## src/rtl/sync_fifo_flex.sv

```systemverilog
// Single-clock FIFO with configurable width/depth, standard or first-word-fall-through read,
// almost-full/almost-empty thresholds, occupancy count and sticky overflow/underflow flags.
module sync_fifo_flex #(
   parameter int unsigned DATA_WIDTH = 8,
   parameter int unsigned DEPTH      = 16,
   parameter bit          FWFT       = 1'b0,
   parameter int unsigned AF_THRESH  = DEPTH - 2,
   parameter int unsigned AE_THRESH  = 2
) (
   input  logic                       clk,
   input  logic                       rst,
   input  logic                       w_en,
   input  logic [DATA_WIDTH-1:0]      data_in,
   input  logic                       r_en,
   output logic [DATA_WIDTH-1:0]      data_out,
   output logic                       full,
   output logic                       empty,
   output logic                       almost_full,
   output logic                       almost_empty,
   output logic [$clog2(DEPTH):0]     count,
   output logic                       overflow,
   output logic                       underflow,
   input  logic                       err_clr
);

   localparam int unsigned AW = $clog2(DEPTH);
   localparam int unsigned CW = AW + 1;

   logic [DATA_WIDTH-1:0] mem [DEPTH];
   logic [AW-1:0]         wr_ptr_q, rd_ptr_q;
   logic [CW-1:0]         count_q, count_d;
   logic                  ovf_q, udf_q;
   logic                  wr_acc, rd_acc;

   // Flags come from the registered count, so a same-cycle pop never frees a slot for a push.
   assign full         = (count_q == CW'(DEPTH));
   assign empty        = (count_q == '0);
   assign almost_full  = (count_q >= CW'(AF_THRESH));
   assign almost_empty = (count_q <= CW'(AE_THRESH));
   assign count        = count_q;
   assign overflow     = ovf_q;
   assign underflow    = udf_q;

   assign wr_acc = w_en && !full;
   assign rd_acc = r_en && !empty;

   always_comb begin
      count_d = count_q;
      if (wr_acc && !rd_acc) begin
         count_d = count_q + CW'(1);
      end else if (rd_acc && !wr_acc) begin
         count_d = count_q - CW'(1);
      end
   end

   always_ff @(posedge clk or posedge rst) begin
      if (rst) begin
         wr_ptr_q <= '0;
         rd_ptr_q <= '0;
         count_q  <= '0;
         ovf_q    <= 1'b0;
         udf_q    <= 1'b0;
      end else begin
         count_q <= count_d;
         if (wr_acc) begin
            wr_ptr_q <= wr_ptr_q + AW'(1);
         end
         if (rd_acc) begin
            rd_ptr_q <= rd_ptr_q + AW'(1);
         end
         // Setting takes priority over a simultaneous clear.
         if (w_en && full) begin
            ovf_q <= 1'b1;
         end else if (err_clr) begin
            ovf_q <= 1'b0;
         end
         if (r_en && empty) begin
            udf_q <= 1'b1;
         end else if (err_clr) begin
            udf_q <= 1'b0;
         end
      end
   end

   // Storage is intentionally left unreset.
   always_ff @(posedge clk) begin
      if (wr_acc) begin
         mem[wr_ptr_q] <= data_in;
      end
   end

   generate
      if (FWFT) begin : gen_fwft
         assign data_out = empty ? '0 : mem[rd_ptr_q];
      end else begin : gen_std
         logic [DATA_WIDTH-1:0] dout_q;

         always_ff @(posedge clk or posedge rst) begin
            if (rst) begin
               dout_q <= '0;
            end else if (rd_acc) begin
               dout_q <= mem[rd_ptr_q];
            end
         end

         assign data_out = dout_q;
      end
   endgenerate

endmodule

```

## config.mk

```make
export PLATFORM = sky130hd
export DESIGN_NAME = sync_fifo_flex
export DESIGN_NICKNAME = d
export VERILOG_FILES = /design/src/rtl/sync_fifo_flex.sv
export SDC_FILE = /design/constraint.sdc
export NUM_CORES = 1
export LEC_CHECK = 0
export CAP_MARGIN = 15
export CORE_MARGIN = 2
export CORE_UTILIZATION = 59
export DETAILED_ROUTE_END_ITERATION = 8
export GPL_TIMING_DRIVEN = 0
export PLACE_DENSITY = 0.79
export SLEW_MARGIN = 20
export SYNTH_ARGS = -nofsm -noshare
export SYNTH_HDL_FRONTEND = slang
export SYNTH_SLANG_ARGS = --single-unit
```

## constraint.sdc

```tcl
create_clock -name clk -period 3.3 [get_ports clk]
set_input_delay 0.33 -clock clk [delete_from_list [all_inputs] [get_ports clk]]
set_output_delay 0.33 -clock clk [all_outputs]
set_load 0.1 [all_outputs]
```

Word level (Yosys, flattened, before mapping)
Memory sizes are Yosys's and may differ from the RTL's. A register that Yosys moved wholly into a read port is not among the register bits. Cells that the tools add are included. W data, S select, Z words.

Flip-flop bits (word level): 15. Memory bits (writable): 128. Input bits: 13. Output and inout bits: 19. Logic and storage cells: 34. Memories: 1.

$add $sub $neg: 4. Magnitude comparators: 2. Equality and inequality tests: 1. Mux-type cells: 7. Reduce and logical (&&, ||, !) cells: 14.

Memory list: mem (depth 16, width 8, read ports 1, clocked after Yosys merged registers in 1, wr ports 1, line 29) `logic [DATA_WIDTH-1:0] mem [DEPTH];`.

Operator list (count): $mux W5 (2); $add A4 B1 Y4 const B (2); $logic_and A1 B1 Y1 (6); $reduce_bool A2 Y1 (3); $add A5 B1 Y5 const B (1); $eq A5 B5 Y1 const B (1); $ge A5 B4 Y1 const B (1); $le A5 B2 Y1 const B (1); $logic_not A5 Y1 (1); $mux W1 (5); $sub A5 B1 Y5 const B (1); $logic_not A1 Y1 (4).

Longest topological paths before layout
Depth in word-level cells: 7. Depth in mapped cells: 13. Mapped depth without buffers: 11.

Worst setup path before layout
No wires, ideal clock.

Path type: flip-flop to flip-flop. Start: register count_q[2] (netlist: count[2]). End: register count_q[4] (netlist: count[4]). Library setup time: 0.160 ns. Data arrival time: 3.699 ns. Required time: 3.140 ns. Path slack: -0.558 ns. Cell stages (with the launch flop): 14. Path buffers: 2. Period minus slack after synthesis: 3.858 ns. Cell sequence: dfrtp_1 -> or3_4 -> nor3_4 -> nor2b_2 -> buf_6 -> clkinv_4 -> buf_6 -> ha_1 -> inv_1 -> ha_1 -> a21o_1 -> a21oi_1 -> mux2i_1 -> xnor2_1.

Longest elaborated chain between the ends: 6. Elaborated cells on any way between the ends: 15. Those cells by class: 2 x add/sub; 1 x eq/ne; 2 x mux; 10 x reduce/logical.

RTL lines: start, declared (line 31) `logic [CW-1:0] count_q, count_d;`; start signal, assigned (line 64) `count_q <= count_d;`; $logic_not A5 Y1 (*) (line 37) `assign empty = (count_q == '0);`; net empty (line 17) `output logic empty,`; $logic_not A1 Y1 (*) (line 45) `assign rd_acc = r_en && !empty;`; $logic_and A1 B1 Y1 (*) (line 45); $logic_not A1 Y1 (line 49) `if (wr_acc && !rd_acc) begin`; $logic_and A1 B1 Y1 (line 49); $mux W5 or $reduce_bool A2 Y1 (tied branches).

Mark *: on every way through the listed nets, which the timed path passes. The rest lies on a longest branch. The select of a mux whose other input is x is not followed. A chain may end at the register's enable or synchronous reset.

Worst setup path after layout
Start: register count_q[2] (netlist: count[2]). End: output almost_empty.

Longest elaborated chain between the ends: 1.

RTL lines: $le A5 B2 Y1 (line 39) `assign almost_empty = (count_q <= CW'(AE_THRESH));`; end, declared (line 19) `output logic almost_empty,`.

Every way passes these cells.

==> results.json <==
{
  "cts_buffers": 17,
  "totalWireLength_um": 11720,
  "postPlaceCellArea_um2": 6653,
  "cts_tree": "built",
  "stdcell_count": 519,
  "yosysMostFrequentCell": "edfxtp_1",
  "path_class": "reg2out",
  "finalMaxSlewViolations": 0,
  "grt_first_pass_wirelength_um": 18100,
  "wl_per_cell_um": 22.57,
  "clock-sinks": 151,
  "worstMarginPinSlew_ns": 0.9709,
  "hpwl_um": 7520,
  "finalWorstSetupSlack_ns": 0.2217,
  "synth-seq-cells": 151,
  "post-place-ws_ns": 0.4808,
  "setup_viol": 0,
  "outcome": "completed",
  "synth_ff_type": "edfxtp_1",
  "vias": 3104,
  "leakage_nw": 2.483,
  "ios": 32,
  "grt_setup_unrepaired": "false",
  "ys_async_sr_fraction_pct": 15.23,
  "grt_usage_pct": 22.97,
  "syn_area_um2": 6112,
  "path_clk_slew_ns": 0.07,
  "wl_met2_um": 5855,
  "final_cell_area_um2": 7194,
  "fin_worst_skew_ns": 0.01083,
  "gp_congestion": 0.7923,
  "syn_inst": 321,
  "met1_length_um": 4889,
  "totalPowerFinal_mw": 7.072,
  "clockRootBuffer": "clkbuf_8",
  "yosys.cell_types.count": 37,
  "drt_iter0_drc": 195,
  "r2r_cells": 13,
  "antenna_found_initial": 0,
  "maxSlewHeadroom_pct": 35.07,
  "first_global_vias": 3207,
  "antenna_cells": 0,
  "ys_warn_count": 0,
  "drv_cap": 0,
  "finalCritPeriodShare_pct": 93.28,
  "port-buffer-count": 31,
  "pwr_density_cell_nw_per_um2": 982.9,
  "vdd_drop_max_mv": 0.6544,
  "gr-total-overflow": 0,
  "hold_viol_final": 0,
  "h-tree-depth": 4,
  "fp.dieArea_um2": 11190,
  "nets": 395,
  "min_path_type": "in2async",
  "grt_max_degree": 24,
  "worstPathMaxFanout": 7,
  "start_util_pct": 60.01,
  "drc": 0,
  "fillers": 634,
  "top_layer": "met4",
  "timing.fmax_ghz": 0.3249,
  "synth_edf_count": 128,
  "dp_cells": 488,
  "firstDrtPassIters": 5,
  "holdWs_ns": 0.3200,
  "post_cts_buffers": 0,
  "crit_required_ns": 2.97,
  "post-route-min-period_ns": 3.078,
  "fp.dieH_um": 105.8,
  "rows": 37,
  "critPathLaunchType": "flop",
  "die_w_um": 105.8,
  "cts_resized": 0,
  "synth.area.top_cells": "edfxtp_1, mux4_2, dfrtp_1",
  "clk-insertion-delay-late_ns": 0.53,
  "ys_top_cells_by_count": "edfxtp_1, mux4_2, dfrtp_1, nand2_1, mux2i_1",
  "routed-wl-met3_um": 626,
  "worstPathArrival_ns": 2.75,
  "avgSynthCellArea_um2": 19.04,
  "synth_largest_area_cell": "edfxtp_1",
  "clk_path_buf_depth": 2,
  "syn2layout_area_growth_pct": 17.71,
  "cts_hold_buffers": 0,
  "syn_nets": 345,
  "ant_nets": 0,
  "synth.top_cell.area_share_pct": 62.89,
  "core-area_um2": 10180,
  "viasPerCell": 5.981,
  "yosysSeqAreaShare_pct": 72.30,
  "setup.worst_path.end_class": "output pin",
  "drive_above_1_share_pct": 25.07
}
-- registers in the layout, indices dropped and copies added (netlist names) --
register and count:
mem 128, count 5, data_out 8, wr_ptr_q 4
underflow 1, rd_ptr_q 4, overflow 1
-- path summary, 6_finish.rpt --
check	slack (ns)	from	endpoint
setup / recovery	0.22	count[2]	almost_empty
hold / removal	0.32	rst	data_out[5]
setup reg to reg	0.48	count[2]	count[4]
hold reg to reg	0.51	data_out[7]	data_out[7]
max in group asynchronous	2.30	rst	count[2]
min in group clk	0.45	w_en	overflow
-- layout make-up --
type | count | area, µm² | area share [%]
Timing Repair Buffer | 31 | 312.8 | 4.348
Buffer | 17 | 113.9 | 1.583
Tap cell | 136 | 170.2 | 2.365
Sequential cell | 151 | 4428 | 61.55
Inverter | 10 | 45.04 | 0.6261
Clock inverter | 14 | 125.1 | 1.739
Clock buffer | 17 | 414.1 | 5.757
Multi-Input combinational cell | 143 | 1585 | 22.03
-- power by group --
part / internal (mW) / switching, mW
registers: 2.39 / 0.166
clock network: 0.997 / 0.758
logic: 0.984 / 1.78
total: 4.37 / 2.70
-- per-stage QoR --
step / utilization [%] / TNS (ns)
floorplan: - / -0.1976
global placement: 65.12 / 0
detailed placement: 65.32 / 0
CTS: 70.61 / 0
global route: 70.64 / 0
finish: 70.64 / 0
-- layer usage --
metal | up-vias | GRT usage, %
met3 | 25 | 5.071
met5 | - | 0
met1 | 1593 | 30.84
met2 | 119 | 36.13
li1 | 1367 | -
met4 | 0 | 11.28
-- placed cells by master (no fill, tap or decap), types with 3 or more instances in the layout --
cell type,instances
o221ai_1,6
inv_6,3
clkinv_4,3
buf_2,7
dfrtp_1,20
clkbuf_16,16
clkinvlp_4,5
edfxtp_1,128
nor2_1,15
buf_4,3
xnor2_1,9
ha_1,8
mux2i_1,16
clkdlybuf4s50_1,30
mux4_2,32
nand2_1,23
buf_6,4
nor3_2,4
inv_1,8
o21ai_0,4
-- critical path, stage by stage, from the launching register on --
cell	delay (ns)
dfrtp_4	0.53
or3_4	0.42
a21oi_1	0.13
clkdlybuf4s50_1	1.15
-- cell families (layout without fill, tap and decap cells) --
logic type	Yosys count	count (layout)	synth area share, %
buffers and inverters	27	89	2.559
muxes	48	48	14.41
and+or+nand+nor	54	54	4.197
AOI/OAI and AO/OA	20	20	2.722
adders and majority gates	11	11	2.375
DFF	151	151	72.30
xor gates and xnor gates	10	10	1.433
No activity file was read; power rests on OpenSTA's default activity.
